## src/rtl/hub_message_router_if.sv

```systemverilog
// Handshake bundle between the hub message router and its neighbours.
//   dn_in_*  : downstream children -> hub (N channels, word i at [i*W +: W])
//   up_out_* : hub -> upstream parent
//   up_in_*  : upstream parent -> hub
//   dn_out_* : hub -> downstream children (same word on every channel)
// Modport slave is the router's view; master is the view of whatever drives it.
interface hub_message_router_if #(
    parameter int N = 2,
    parameter int W = 32
);
    logic [N*W-1:0] dn_in_data;
    logic [N-1:0]   dn_in_valid;
    logic [N-1:0]   dn_in_ready;

    logic [W-1:0]   up_out_data;
    logic           up_out_valid;
    logic           up_out_ready;

    logic [W-1:0]   up_in_data;
    logic           up_in_valid;
    logic           up_in_ready;

    logic [N*W-1:0] dn_out_data;
    logic [N-1:0]   dn_out_valid;
    logic [N-1:0]   dn_out_ready;

    modport slave (
        input  dn_in_data, dn_in_valid, output dn_in_ready,
        output up_out_data, up_out_valid, input up_out_ready,
        input  up_in_data, up_in_valid, output up_in_ready,
        output dn_out_data, dn_out_valid, input dn_out_ready
    );

    modport master (
        output dn_in_data, dn_in_valid, input dn_in_ready,
        input  up_out_data, up_out_valid, output up_out_ready,
        output up_in_data, up_in_valid, input up_in_ready,
        input  dn_out_data, dn_out_valid, output dn_out_ready
    );
endinterface

```

## src/rtl/hub_message_router.sv

```systemverilog
// Message scheduler for one hub of the decoder tree.
//   Upstream path  : round-robin merge of N downstream channels into a 1-entry
//                    output register (1-cycle latency, 1 msg/cycle sustained).
//   Downstream path: 1 holding register plus a pending mask; broadcast (dest all
//                    ones) or unicast, each child port handshakes independently.
//   Status         : registered OR-reductions of the children's flags.
// Ports:
//   clk, reset      clock, synchronous active-high reset
//   bus             hub_message_router_if.slave handshake bundle
//   downstream_has_message_flying / downstream_has_odd_clusters  per-child status in
//   upstream_has_message_flying  / upstream_has_odd_clusters    registered status out
//   bad_dest        1-cycle pulse when a unicast destination >= N is dropped
module hub_message_router #(
    parameter int DOWNSTREAM_FIFO_COUNT = 2,
    parameter int HUB_FIFO_WIDTH        = 32,
    parameter int DEST_WIDTH            = 8
) (
    input  logic                             clk,
    input  logic                             reset,
    hub_message_router_if.slave              bus,
    input  logic [DOWNSTREAM_FIFO_COUNT-1:0] downstream_has_message_flying,
    input  logic [DOWNSTREAM_FIFO_COUNT-1:0] downstream_has_odd_clusters,
    output logic                             upstream_has_message_flying,
    output logic                             upstream_has_odd_clusters,
    output logic                             bad_dest
);
    localparam int N  = DOWNSTREAM_FIFO_COUNT;
    localparam int W  = HUB_FIFO_WIDTH;
    localparam int D  = DEST_WIDTH;
    localparam int PW = (N > 1) ? $clog2(N) : 1;

    logic [PW-1:0]  ptr_q, ptr_d;
    logic [W-1:0]   up_q, up_d;
    logic           up_vld_q, up_vld_d;
    logic [W-1:0]   hold_q, hold_d;
    logic [N-1:0]   pend_q, pend_d;
    logic           bad_q, bad_d;
    logic           fly_q, odd_q;

    logic           up_load;
    logic           lo_any, hi_any, gnt_found;
    logic [PW-1:0]  lo_idx, hi_idx, gnt_idx;
    logic           dn_accept;
    logic [D-1:0]   dest;

    // Round robin: the lowest valid port at or above ptr wins; if none, the
    // lowest valid port overall (the wrap-around case).
    always_comb begin
        lo_any = 1'b0;
        hi_any = 1'b0;
        lo_idx = '0;
        hi_idx = '0;
        for (int i = N - 1; i >= 0; i--) begin
            if (bus.dn_in_valid[i]) begin
                lo_any = 1'b1;
                lo_idx = PW'(i);
                if (PW'(i) >= ptr_q) begin
                    hi_any = 1'b1;
                    hi_idx = PW'(i);
                end
            end
        end
        gnt_found = lo_any;
        gnt_idx   = hi_any ? hi_idx : lo_idx;
    end

    assign up_load = !up_vld_q || bus.up_out_ready;

    always_comb begin
        ptr_d    = ptr_q;
        up_d     = up_q;
        up_vld_d = up_vld_q;
        if (up_load) begin
            up_vld_d = gnt_found;
            if (gnt_found) begin
                up_d  = bus.dn_in_data[gnt_idx*W +: W];
                ptr_d = (gnt_idx == PW'(N - 1)) ? '0 : gnt_idx + 1'b1;
            end
        end
    end

    // Ready outputs are held low during reset so nothing is consumed then.
    assign bus.dn_in_ready = (!reset && up_load && gnt_found) ? (N'(1) << gnt_idx) : '0;
    assign bus.up_in_ready = !reset && ((pend_q & ~bus.dn_out_ready) == '0);

    assign dn_accept = bus.up_in_valid && bus.up_in_ready;
    assign dest      = bus.up_in_data[W-1 -: D];

    // A refill overwrites the mask in the same cycle the last pending port accepts.
    always_comb begin
        hold_d = hold_q;
        pend_d = pend_q & ~bus.dn_out_ready;
        bad_d  = 1'b0;
        if (dn_accept) begin
            if (&dest) begin
                hold_d = bus.up_in_data;
                pend_d = '1;
            end else if (int'(dest) < N) begin
                hold_d = bus.up_in_data;
                pend_d = N'(1) << dest;
            end else begin
                bad_d = 1'b1;
            end
        end
    end

    always_ff @(posedge clk) begin
        if (reset) begin
            ptr_q    <= '0;
            up_q     <= '0;
            up_vld_q <= 1'b0;
            hold_q   <= '0;
            pend_q   <= '0;
            bad_q    <= 1'b0;
            fly_q    <= 1'b0;
            odd_q    <= 1'b0;
        end else begin
            ptr_q    <= ptr_d;
            up_q     <= up_d;
            up_vld_q <= up_vld_d;
            hold_q   <= hold_d;
            pend_q   <= pend_d;
            bad_q    <= bad_d;
            fly_q    <= (|downstream_has_message_flying) | up_vld_q | (|pend_q)
                        | (|bus.dn_in_valid) | bus.up_in_valid;
            odd_q    <= |downstream_has_odd_clusters;
        end
    end

    assign bus.up_out_data              = up_q;
    assign bus.up_out_valid             = up_vld_q;
    assign bus.dn_out_data              = {N{hold_q}};
    assign bus.dn_out_valid             = pend_q;
    assign upstream_has_message_flying  = fly_q;
    assign upstream_has_odd_clusters    = odd_q;
    assign bad_dest                     = bad_q;
endmodule

```

## src/flat_wrapper.sv

```systemverilog
// flat-port wrapper written by rule: the top's interface ports become plain ports
module hub_message_router_flat 
#(
    parameter int DOWNSTREAM_FIFO_COUNT = 2,
    parameter int HUB_FIFO_WIDTH        = 32,
    parameter int DEST_WIDTH            = 8
)
  (clk, reset, downstream_has_message_flying, downstream_has_odd_clusters, upstream_has_message_flying, upstream_has_odd_clusters, bad_dest, bus_dn_in_data, bus_dn_in_valid, bus_dn_in_ready, bus_up_out_data, bus_up_out_valid, bus_up_out_ready, bus_up_in_data, bus_up_in_valid, bus_up_in_ready, bus_dn_out_data, bus_dn_out_valid, bus_dn_out_ready);
  hub_message_router_if #(.N((2)), .W((32))) bus_i ();
  input  logic clk;
  input  logic reset;
  input  logic [DOWNSTREAM_FIFO_COUNT-1:0] downstream_has_message_flying;
  input  logic [DOWNSTREAM_FIFO_COUNT-1:0] downstream_has_odd_clusters;
  output logic upstream_has_message_flying;
  output logic upstream_has_odd_clusters;
  output logic bad_dest;
  input wire logic [$bits(bus_i.dn_in_data)-1:0] bus_dn_in_data;
  input wire logic [$bits(bus_i.dn_in_valid)-1:0] bus_dn_in_valid;
  output wire logic [$bits(bus_i.dn_in_ready)-1:0] bus_dn_in_ready;
  output wire logic [$bits(bus_i.up_out_data)-1:0] bus_up_out_data;
  output wire logic [$bits(bus_i.up_out_valid)-1:0] bus_up_out_valid;
  input wire logic [$bits(bus_i.up_out_ready)-1:0] bus_up_out_ready;
  input wire logic [$bits(bus_i.up_in_data)-1:0] bus_up_in_data;
  input wire logic [$bits(bus_i.up_in_valid)-1:0] bus_up_in_valid;
  output wire logic [$bits(bus_i.up_in_ready)-1:0] bus_up_in_ready;
  output wire logic [$bits(bus_i.dn_out_data)-1:0] bus_dn_out_data;
  output wire logic [$bits(bus_i.dn_out_valid)-1:0] bus_dn_out_valid;
  input wire logic [$bits(bus_i.dn_out_ready)-1:0] bus_dn_out_ready;
  assign bus_i.dn_in_data = bus_dn_in_data;
  assign bus_i.dn_in_valid = bus_dn_in_valid;
  assign bus_dn_in_ready = bus_i.dn_in_ready;
  assign bus_up_out_data = bus_i.up_out_data;
  assign bus_up_out_valid = bus_i.up_out_valid;
  assign bus_i.up_out_ready = bus_up_out_ready;
  assign bus_i.up_in_data = bus_up_in_data;
  assign bus_i.up_in_valid = bus_up_in_valid;
  assign bus_up_in_ready = bus_i.up_in_ready;
  assign bus_dn_out_data = bus_i.dn_out_data;
  assign bus_dn_out_valid = bus_i.dn_out_valid;
  assign bus_i.dn_out_ready = bus_dn_out_ready;
  hub_message_router #(.DOWNSTREAM_FIFO_COUNT(DOWNSTREAM_FIFO_COUNT), .HUB_FIFO_WIDTH(HUB_FIFO_WIDTH), .DEST_WIDTH(DEST_WIDTH)) u_core (.clk(clk), .reset(reset), .bus(bus_i), .downstream_has_message_flying(downstream_has_message_flying), .downstream_has_odd_clusters(downstream_has_odd_clusters), .upstream_has_message_flying(upstream_has_message_flying), .upstream_has_odd_clusters(upstream_has_odd_clusters), .bad_dest(bad_dest));
endmodule
```

## config.mk

```make
export PLATFORM = sky130hd
export DESIGN_NAME = hub_message_router_flat
export DESIGN_NICKNAME = d
export VERILOG_FILES = /design/src/rtl/hub_message_router_if.sv /design/src/rtl/hub_message_router.sv /design/src/flat_wrapper.sv
export SDC_FILE = /design/constraint.sdc
export NUM_CORES = 1
export LEC_CHECK = 0
export CORE_AREA = 8 8 104 106
export DETAILED_ROUTE_END_ITERATION = 16
export DIE_AREA = 0 0 112 114
export PLACE_DENSITY = 0.81
export SYNTH_ARGS = -nofsm -noshare
export SYNTH_HDL_FRONTEND = slang
export SYNTH_SLANG_ARGS = --single-unit
```

## constraint.sdc

```tcl
create_clock -name clk -period 1.9 [get_ports clk]
set_input_delay 0.38 -clock clk [delete_from_list [all_inputs] [get_ports clk]]
set_output_delay 0.38 -clock clk [all_outputs]
set_load 0.02 [all_outputs]
```

# Word-level counts from Yosys, hierarchy flattened
# Cells that the tools add are included.
# totals
ff_bits	71
wordCells	57
out_inout_bits	105
# op_classes
order_cmp	3
mux	18
addsub	1
reduce_logical	17
n_shift	3
n_bitwise	7
# op_table
op	count
32-bit 2-to-1 mux	2
64-bit by 7-bit indexed part select with 32-bit output	1
1-bit 2-to-1 mux	12
8-bit by 2-bit less-than comparator with 1-bit output, second input constant	1
2-bit 2-to-1 mux	4
8-bit AND reduction	1
2-bit OR reduction	4
1-bit by 8-bit left shift with 2-bit output, first input constant	1
1-bit logical AND	4
1-bit OR	4
2-bit AND reduction	2
3-bit OR reduction	1
2-bit AND	1
1-bit greater-or-equal comparator, first input constant	2
1-bit zero test	2
2-bit zero test	1
2-bit NOT	1
2-bit nonzero test	1
1-bit by 1-bit left shift with 2-bit output, first input constant	1
1-bit adder, second input constant	1
1-bit logical OR	1
1-bit NOT	1

# Depth between registers and ports, before layout
# Gate-level depths: netlist of run 1.
# depth
ltp_word	8
mapped_depth	6
depth_no_buf	4

# Worst setup path before layout of run 1
# No wires, ideal clock.
# synth_timing
kind	input port to output port
start	input bus_up_out_ready
end	output bus_dn_in_ready[1]
setup_slack_ns	0.054
arrival_ns	1.466
path_stages	4
path_cell_list	nand2b_1 > o21a_1 > clkbuf_1 > nor3b_1
# synth_via
elab_chain_len	4
# synth_lines
element	line	source
start: declaration	flat_wrapper.sv:22	input wire logic [$bits(bus_i.up_out_ready)-1:0] bus_up_out_ready;
1-bit logical OR	hub_message_router.sv:67	assign up_load = !up_vld_q || bus.up_out_ready;
1-bit logical AND (2 in series)	hub_message_router.sv:83	assign bus.dn_in_ready = (!reset && up_load && gnt_found) ? (N'(1) << gnt_idx) : '0;
2-bit 2-to-1 mux	hub_message_router.sv:83	
end: declaration	flat_wrapper.sv:19	output wire logic [$bits(bus_i.dn_in_ready)-1:0] bus_dn_in_ready;
# No other way between the ends.

# Worst setup path in the final report of run 1
# layout_timing
start	input bus_dn_in_valid[1]
end	output bus_dn_in_ready[0]
# layout_via
elab_chain_len	6
# layout_lines
element	line	source
start: declaration	flat_wrapper.sv:18	input wire logic [$bits(bus_i.dn_in_valid)-1:0] bus_dn_in_valid;
1-bit 2-to-1 mux	hub_message_router.sv:54	if (bus.dn_in_valid[i]) begin
1-bit 2-to-1 mux	hub_message_router.sv:57	if (PW'(i) >= ptr_q) begin
1-bit 2-to-1 mux	hub_message_router.sv:54	
1-bit 2-to-1 mux	hub_message_router.sv:64	gnt_idx = hi_any ? hi_idx : lo_idx;
1-bit by 1-bit left shift with 2-bit output	hub_message_router.sv:83	
2-bit 2-to-1 mux (*)	hub_message_router.sv:83	
# Every way passes the cells marked *; elsewhere a longest branch is shown, timed or not.

==> impl_metrics.py, run 1 <==
metrics = {
    "timing": {
        "fmax_mhz": 540,
        "finalHoldViolations": 0,
        "timing.final.ws_setup_ns": 0.0473,
        "setup_tns_ns": 0,
        "relSlewSlack_pct": 64.1,
        "fin_hold_ws_ns": 0.448,
        "clock-skew-final_ns": 0.00952,
        "rsz0062_at_grt": "false",
        "tightestPinTransition_ns": 0.539,
        "fin_crit_ns": 1.85,
        "slew_violations": 0,
        "finalCritPeriodShare_pct": 97.5,
        "setup_violations": 0,
    },
    "synth": {
        "yosysSeqAreaShare_pct": 44.3,
        "syn_nets": 452,
        "yosys-top-cells-count": "71 x dfxtp_1, 57 x mux2i_1, 55 x nand2_1",
        "synth-seq-cells": 71,
        "yosys.area.top_type_share_pct": 44.3,
        "synth_top_area_cell": "dfxtp_1",
        "synth_cell_types": 31,
        "synthArstFlopShare_pct": 0,
        "syn_area_um2": 3210,
        "synth_edf_count": 0,
        "synth_area_leaders": "dfxtp_1 44%, mux2i_1 18%, a211oi_1 7.5%",
        "syn_inst": 344,
        "synth.avg_cell_area_um2": 9.32,
        "ys.flop_type": "dfxtp_1",
        "yosys_warnings": 0,
        "yosysMostFrequentCell": "dfxtp_1",
    },
    "place": {
        "place.gp.congestion": 0.748,
        "port_buffers": 212,
        "place_ws_ns": -0.487,
        "dpl.hpwl_um": 8480,
    },
    "floorplan": {
        "die_w_um": 112,
        "fp.dieArea_um2": 12800,
        "placementRows": 35,
        "fp.dieH_um": 114,
        "core_um2": 9110,
        "initial_utilization_pct": 35.2,
        "io_pins": 213,
    },
    "clocking": {
        "clk_latency_ns": 0.33,
        "cts_tree": "yes",
        "cts.sinks": 71,
        "ctsLongestPathBuffers": 2,
        "numCtsBuffers": 9,
        "htreeDepth": 3,
        "clockRootBuffer": "clkbuf_8",
        "clk_pin_slew_ns": 0.07,
        "cts_hold_buf": 0,
    },
    "pwr": {
        "ir_worst_vdd_uv": 352,
        "p_per_area_nw_per_um2": 682,
        "intPower_mw": 2.90,
        "p_total_mw": 3.82,
        "p_clk_share_pct": 38.3,
        "p_comb_share_pct": 19.8,
        "leakagePower_nw": 2.23,
        "power_frac_seq_pct": 41.9,
        "power.switching_mw": 0.922,
        "p_sw_share_pct": 24.1,
    },
    "flow_run": {
        "drv_cap": 0,
    },
    "global_route": {
        "grt_max_degree": 59,
        "grt_usage_pct": 15.8,
        "grt_pass1_wl_um": 16200,
        "grt_overflow": 0,
        "antenna_found_initial": 1,
        "grt_pass1_vias": 3222,
    },
    "critical_path": {
        "path_cells": "clkdlybuf4s50_1, o21a_2, and3_1, clkbuf_4",
        "cp_slowest_cell": "clkdlybuf4s50_1",
        "crit_family": "buffers and inverters",
        "path_class": "input port to output port",
        "crit_path_end_kind": "output port",
        "slowest_delay_ns": 0.48,
        "cp.required_ns": 1.52,
        "critPathArrivalTime_ns": 1.47,
        "crit_buf_inv": 2,
        "crit_fanout": 5,
        "start_kind": "input port",
    },
    "drt": {
        "wl_um": 10600,
        "highest_layer": "met4",
        "wire_per_inst_um": 16.4,
        "detail-route-antenna-nets": 0,
        "wl_met2_um": 5230,
        "dr.pass1.iters": 4,
        "drt_iter0_markers": 65,
        "wl_met1_um": 4030,
        "viasPerCell": 4.71,
        "drc": 0,
        "wl_met3_um": 1250,
        "num_vias": 3058,
    },
    "finish": {
        "fin_util_pct": 61.5,
        "final_nets": 640,
        "fill_cells": 776,
        "layout-drive-gt1-share_pct": 9.12,
        "area_growth_pct": 74.6,
    },
    "status": {
        "status": "complete, no violations",
    },
    "worst_hold_path": {
        "min_path_type": "input port to register",
    },
}
==> kinds of logic after synthesis <==
logic type      after synthesis  synth area share (%)
simple gates                110                  14.9
flops                        71                  44.3
buf+inv                      59                  12.4
mux                          58                  18.1
compound gates               46                  10.2
==> cells in the final DEF, fill, tap and decap left out, types with 3 or more instances in the layout <==
cell type,count
clkdlybuf4s15_1,3
a211oi_1,32
buf_4,17
nand2_1,55
dfxtp_1,71
o21ai_1,7
nand4_1,3
nor2_1,38
mux2i_1,57
nor2b_1,3
bufinv_16,3
dlygate4sd2_1,3
buf_12,3
clkdlybuf4s50_1,203
clkbuf_8,10
==> what timing repair did <==
item,CTS,global route
resized for setup,24,4
pin swaps,3,2
setup buffers,5,0
gates cloned,2,0
endpoints found under the setup margin,31,28
==> through the flow <==
stage | cell area [um2] | cells
5_1_grt | 5600 | 649
2_1_floorplan | 3210 | 344
6_report | 5600 | 649
4_1_cts | 5580 | 648
3_3_place_gp | 5220 | 625
3_5_place_dp | 5220 | 625
==> metal layers <==
layer | track usage [%] | vias up
met4 | 5.13 | 0
met5 | 0 | -
met1 | 15.5 | 1373
met2 | 28.4 | 147
li1 | - | 1528
met3 | 8.14 | 10
==> power by group through the flow <==
stage	logic, mW	registers [mW]	clock network [mW]
2_1_floorplan	0.233	1.72	0
3_3_place_gp	0.754	1.63	0
3_5_place_dp	0.765	1.63	0
4_1_cts	0.765	1.60	1.50
5_1_grt	0.814	1.61	1.56
6_report	0.758	1.60	1.46
==> state kept, by name, summed over array words and instances (netlist names) <==
| name | cells |
|---|---|
| u_core.bus.up_out_valid | 1 |
| u_core.upstream_has_message_flying | 1 |
| u_core.hold_q | 32 |
| u_core.bus.up_out_data | 32 |
| u_core.upstream_has_odd_clusters | 1 |
| u_core.ptr_q | 1 |
| u_core.bad_dest | 1 |
| u_core.bus.dn_out_valid | 2 |
==> final timing paths <==
check | startpoint | to | slack, ns | cells after the start
max | bus_dn_in_valid[1] | bus_dn_in_ready[0] | 0.05 | 4
min | bus_dn_in_valid[0] | u_core.upstream_has_message_flying$_SDFF_PP0_ | 0.45 | 3
max reg2reg | u_core.bus.dn_out_valid[0]$_SDFF_PP0_ | u_core.bus.dn_out_valid[0]$_SDFF_PP0_ | 0.22 | 7
min reg2reg | u_core.hold_q[25]$_SDFFE_PP0P_ | u_core.hold_q[25]$_SDFFE_PP0P_ | 0.47 | 2
==> worst min-delay path, stage by stage <==
cell and delay [ns]:
dlymetal6s2s_1 0.15, nor2_1 0.09, a31oi_1 0.12
==> cell type report <==
cell class,count,area (um2),area share [%]
Timing Repair Buffer,234,2360,42.2
Multi-Input combinational cell,214,1420,25.4
Sequential cell,71,1420,25.4
Clock buffer,11,141,2.52
Tap cell,111,139,2.48
Clock inverter,5,104,1.85
Inverter,2,7.51,0.134
Antenna cell,1,2.50,0.0447
No activity file was read; power rests on OpenSTA's default activity.
==> run 2: changes to the inputs <==
Settings changed: ABC_AREA set to 1, PLACE_DENSITY 0.81 to 0.82.
==> run 2 against run 1 <==
- maximum frequency grew 4.0%
- global-route usage up 1.4 points
- critical path depth rose by 2
- register-to-register slack improved by 0.23 ns
- hold slack improved by 0.047 ns
- combinational power up 6.2%
- count of clock-buffer cells in the layout is the same
- clock skew is 0.0043 ns higher
==> impl_metrics.py, run 2 <==
metrics = {
    "critical_path": {
        "crit_path_end_kind": "output port",
        "cp_slowest_cell": "clkdlybuf4s50_1",
        "worstSetupStartpoint": "bus_dn_in_valid[0]",
        "path_class": "input port to output port",
        "start_kind": "input port",
        "path_cells": "clkdlybuf4s50_1, nor2_2, nor2_4, nand2_2, nor2_1, buf_2",
        "crit_end": "bus_dn_in_ready[0]",
        "r2r_start": "u_core.bus.up_out_valid$_SDFFE_PP0N_",
        "reg2reg_slack_ns": 0.45,
        "slowest_delay_ns": 0.50,
        "critPathArrivalTime_ns": 1.40,
        "r2r-end": "u_core.bus.up_out_data[20]$_SDFFE_PP0P_",
        "r2r_cells": 6,
        "cp.required_ns": 1.52,
        "crit_fanout": 3,
    },
    "pwr": {
        "ir_worst_vdd_uv": 404,
        "p_total_mw": 3.61,
        "leakagePower_nw": 2.23,
        "p_per_area_nw_per_um2": 656,
    },
    "clocking": {
        "clk_latency_ns": 0.34,
        "numCtsBuffers": 9,
        "clockRootBuffer": "clkbuf_8",
        "ctsLongestPathBuffers": 2,
        "htreeDepth": 3,
        "cts_tree": "yes",
        "clk_pin_slew_ns": 0.07,
        "post_cts_buffers": 0,
        "cts.sinks": 71,
    },
    "finish": {
        "final_cell_mix": "209 x clkdlybuf4s50_1, 103 x nand2_1, 71 x dfxtp_1, 44 x nor2_1, 37 x inv_1",
        "final_nets": 743,
        "final_common_cell": "clkdlybuf4s50_1",
        "stdcell_count": 751,
        "fill_cells": 794,
        "fin_util_pct": 60.4,
        "area_growth_pct": 65.7,
        "layout-drive-gt1-share_pct": 7.34,
        "final_area_um2": 5510,
        "diodes": 0,
    },
    "global_route": {
        "grt_pass1_wl_um": 18000,
        "grt_max_degree": 67,
        "grt_usage_pct": 17.2,
        "grt_overflow": 0,
        "grt_pass1_vias": 3660,
        "antenna_found_initial": 0,
    },
    "timing": {
        "finalCritPeriodShare_pct": 93.8,
        "clock-skew-final_ns": 0.0139,
        "fin_crit_ns": 1.78,
        "setup_violations": 0,
        "rsz0062_at_grt": "false",
        "relSlewSlack_pct": 63.6,
        "finalHoldViolations": 0,
        "fmax_mhz": 561,
        "slew_violations": 0,
        "setup_tns_ns": 0,
        "tightestPinTransition_ns": 0.546,
        "timing.final.ws_setup_ns": 0.118,
        "fin_hold_ws_ns": 0.494,
    },
    "synth": {
        "synth.avg_cell_area_um2": 7.25,
        "yosys.area.top_type_share_pct": 42.8,
        "ys.flop_type": "dfxtp_1",
        "syn_nets": 566,
        "synthArstFlopShare_pct": 0,
        "synth_top_area_cell": "dfxtp_1",
        "yosysSeqAreaShare_pct": 42.8,
        "yosys_warnings": 0,
        "synth_cell_types": 25,
        "synth-seq-cells": 71,
        "syn_inst": 458,
        "synth_edf_count": 0,
        "syn_area_um2": 3320,
        "synth_area_leaders": "dfxtp_1 43%, nand2_1 12%, buf_4 7.7%",
        "yosys-top-cells-count": "104 x nand2_1, 71 x dfxtp_1, 46 x nor2_1",
        "yosysMostFrequentCell": "nand2_1",
    },
    "status": {
        "status": "complete, no violations",
    },
    "floorplan": {
        "io_pins": 213,
        "initial_utilization_pct": 36.5,
        "core_um2": 9110,
        "fp.dieH_um": 114,
        "placementRows": 35,
        "fp.dieArea_um2": 12800,
        "die_w_um": 112,
    },
    "drt": {
        "viasPerCell": 4.89,
        "detail-route-antenna-nets": 0,
        "num_vias": 3670,
        "drt_iter0_markers": 185,
        "wire_per_inst_um": 15.1,
        "dr.pass1.iters": 4,
        "wl_um": 11300,
        "drc": 0,
    },
    "place": {
        "place.gp.congestion": 0.798,
        "place_ws_ns": -0.392,
        "dpl.hpwl_um": 9080,
        "port_buffers": 212,
        "dp_cells": 735,
        "dpl_cell_area_um2": 5310,
    },
    "flow_run": {
        "drv_cap": 0,
    },
    "worst_hold_path": {
        "min_path_type": "register to register",
    },
}
==> run 2: per-layer routing <==
metal	wire, um	GRT usage [%]
met3	1520	10.4
met1	4480	17.7
met4	315	8.00
met5	0	0
met2	5010	27.7
==> run 2: cells by family after synthesis <==
group                  count (synthesis)  share of synthesized area [%]
AND/OR/NAND/NOR                      185                           23.5
AO/OA/AOI/OAI                        100                           16.3
buffers and inverters                102                           17.3
flip-flops                            71                           42.8
==> run 2: worst min path at each step <==
| stage | startpoint | to | slack, ns | depth (start not counted) |
|---|---|---|---|---|
| floorplan | reset | u_core.bus.dn_out_valid[0]$_SDFF_PP0_ | 0.45 | 1 |
| global placement | u_core.ptr_q$_SDFFE_PP0P_ | u_core.ptr_q$_SDFFE_PP0P_ | 0.47 | 2 |
| detailed placement | u_core.ptr_q$_SDFFE_PP0P_ | u_core.ptr_q$_SDFFE_PP0P_ | 0.49 | 2 |
| CTS | u_core.ptr_q$_SDFFE_PP0P_ | u_core.ptr_q$_SDFFE_PP0P_ | 0.50 | 2 |
| global route | u_core.ptr_q$_SDFFE_PP0P_ | u_core.ptr_q$_SDFFE_PP0P_ | 0.51 | 2 |
| finish | u_core.ptr_q$_SDFFE_PP0P_ | u_core.ptr_q$_SDFFE_PP0P_ | 0.49 | 2 |
==> run 2: area by class of cell <==
cell class	count	area, um2	area share [%]
Timing Repair Buffer	229	2260	41.1
Sequential cell	71	1420	25.8
Multi-Input combinational cell	285	1340	24.3
Inverter	39	146	2.66
Clock buffer	11	141	2.57
Tap cell	111	139	2.52
Clock inverter	5	57.6	1.05
==> run 2: where the power goes <==
part / switching, mW / total [mW] / internal, mW
Clock: 0.562 / 1.20 / 0.640
Combinational: 0.381 / 0.805 / 0.423
Sequential: 0.0380 / 1.60 / 1.57
Total: 0.981 / 3.61 / 2.63
==> run 2: critical path, delay by kind of cell <==
| kind | cells | cell delay, ns |
|---|---|---|
| buf+inv | 2 | 0.66 |
| simple gates | 4 | 0.36 |
==> run 2: what timing repair did <==
item,in CTS,in global routing
gates resized for setup,9,5
endpoints found under the setup margin,3,3
hold buffers,0,0
==> run 3: changes to the inputs <==
Settings changed: SETUP_SLACK_MARGIN set to 0.2.
==> run 3 against run 2 <==
- register-to-register slack barely moved
- combinational power fell by 2.9%
- via count rose by 0.60%
- cell count rose by 0.27%
- maximum frequency rose by 7.2%
- count of clock-buffer cells in the layout did not move
- clock skew fell by 0.0025 ns
- clock power barely moved
- non-clock buffer count rose by 2
- sequential share of layout area barely moved
- final area barely moved
==> impl_metrics.py, run 3 (synthesis gave the netlist of run 2 again) <==
metrics = {
    "pwr": {
        "leakagePower_nw": 2.94,
        "ir_worst_vdd_uv": 364,
        "p_per_area_nw_per_um2": 651,
        "p_total_mw": 3.58,
    },
    "clocking": {
        "cts.sinks": 71,
        "htreeDepth": 3,
        "cts_tree": "yes",
        "clk_pin_slew_ns": 0.08,
        "ctsLongestPathBuffers": 2,
        "clk_latency_ns": 0.34,
        "clockRootBuffer": "clkbuf_8",
        "numCtsBuffers": 9,
    },
    "drt": {
        "num_vias": 3692,
        "detail-route-antenna-nets": 0,
        "dr.pass1.iters": 4,
        "viasPerCell": 4.90,
        "wl_um": 11400,
        "drc": 0,
        "wire_per_inst_um": 15.1,
        "drt_iter0_markers": 144,
    },
    "critical_path": {
        "reg2reg_slack_ns": 0.45,
        "worstSetupStartpoint": "u_core.bus.up_out_data[7]$_SDFFE_PP0P_",
        "path_class": "register to output port",
        "crit_path_end_kind": "output port",
        "critPathArrivalTime_ns": 1.28,
        "cp_slowest_cell": "clkdlybuf4s50_1",
        "cp.required_ns": 1.52,
        "start_kind": "register",
        "path_cells": "clkdlybuf4s50_1",
        "crit_buf_inv": 1,
        "slowest_delay_ns": 0.61,
        "crit_fanout": 2,
        "r2r_start": "u_core.bus.up_out_valid$_SDFFE_PP0N_",
        "crit_family": "buffers and inverters",
    },
    "global_route": {
        "grt_pass1_vias": 3687,
        "grt_usage_pct": 17.3,
        "grt_overflow": 0,
        "antenna_found_initial": 0,
        "grt_pass1_wl_um": 18100,
        "grt_max_degree": 67,
    },
    "timing": {
        "finalCritPeriodShare_pct": 87.5,
        "finalHoldViolations": 0,
        "timing.final.ws_setup_ns": 0.238,
        "setup_tns_ns": 0,
        "slew_violations": 0,
        "relSlewSlack_pct": 64.2,
        "setup_violations": 0,
        "fmax_mhz": 602,
        "rsz0062_at_grt": "false",
        "fin_crit_ns": 1.66,
        "tightestPinTransition_ns": 0.537,
        "clock-skew-final_ns": 0.0113,
    },
    "finish": {
        "layout-drive-gt1-share_pct": 8.26,
        "final_common_cell": "clkdlybuf4s50_1",
        "area_growth_pct": 65.8,
        "final_nets": 745,
        "diodes": 0,
        "multi_input_area_um2": 1360,
        "fill_cells": 819,
        "regArea_um2": 1420,
        "stdcell_count": 753,
        "final_cell_mix": "106 x clkdlybuf4s50_1, 101 x nand2_1, 79 x dlygate4sd2_1, 71 x dfxtp_1, 43 x nor2_1",
        "final_area_um2": 5510,
    },
    "floorplan": {
        "initial_utilization_pct": 36.5,
        "core_um2": 9110,
        "placementRows": 35,
        "fp.dieArea_um2": 12800,
        "fp.dieH_um": 114,
        "io_pins": 213,
        "die_w_um": 112,
    },
    "place": {
        "place_ws_ns": -0.392,
        "dpl.hpwl_um": 9080,
        "dp_cells": 735,
        "port_buffers": 212,
        "dpl_cell_area_um2": 5310,
        "place.gp.congestion": 0.798,
    },
    "worst_hold_path": {
        "min-delay-start": "reset",
        "min_path_type": "input port to register",
    },
    "status": {
        "status": "complete, no violations",
    },
    "flow_run": {
        "drv_cap": 0,
    },
}
-- run 3: cell count changes in the layout (fill, tap and decap cells not counted), moves of 2 or more --
cell	before	now
dlymetal6s2s_1	0	24
clkdlybuf4s50_1	209	106
buf_4	16	19
nand2_1	103	101
dlygate4sd2_1	0	79
nor2_4	2	4
-- run 3: stage by stage --
stage	util [%]	hold slack (ns)
2_1_floorplan	-	0.449
3_3_place_gp	58.3	0.472
3_5_place_dp	58.3	0.487
5_1_grt	60.5	0.396
6_report	60.5	0.400
4_1_cts	59.5	0.462
-- run 3: per-layer routing --
layer,vias up,wire [um],GRT usage [%]
met2,189,5030,27.5
li1,1815,-,-
met5,-,0,0
met1,1658,4490,17.9
met3,30,1510,10.5
met4,0,338,8.36
-- run 3: cell type report --
class                   count  area share [%]
flip-flops and latches     71            25.8
inverters                  39            2.66
well taps                 111            2.52
clock inverters             5            1.04
clock buffers              11            2.57
multi-input cells         285            24.7
repair buffers            231            40.7
-- run 3: final timing paths --
check | endpoint | depth (start not counted)
worst max register to register | u_core.bus.up_out_data[20]$_SDFFE_PP0P_ | 6
worst min register to register | u_core.ptr_q$_SDFFE_PP0P_ | 2
worst max-delay path | bus_up_out_data[7] | 1
worst min-delay path | u_core.bus.dn_out_valid[1]$_SDFF_PP0_ | 3
-- run 3: worst min-delay path, delay by kind of cell --
family	cells	cell delay (ns)
buf+inv	2	0.27
compound gates	1	0.04
-- run 3: timing repair --
item	4_1_cts	5_1_grt
endpoints found under the setup margin	81	26
setup buffers	1	1
hold buffers	0	0
resized for setup	97	30
pin swaps	3	1
-- run 3: power by group --
group / leakage, nW / switching, mW / internal (mW)
Sequential: 0.582 / 0.0358 / 1.57
Clock: 0.0916 / 0.562 / 0.640
Combinational: 2.27 / 0.385 / 0.397
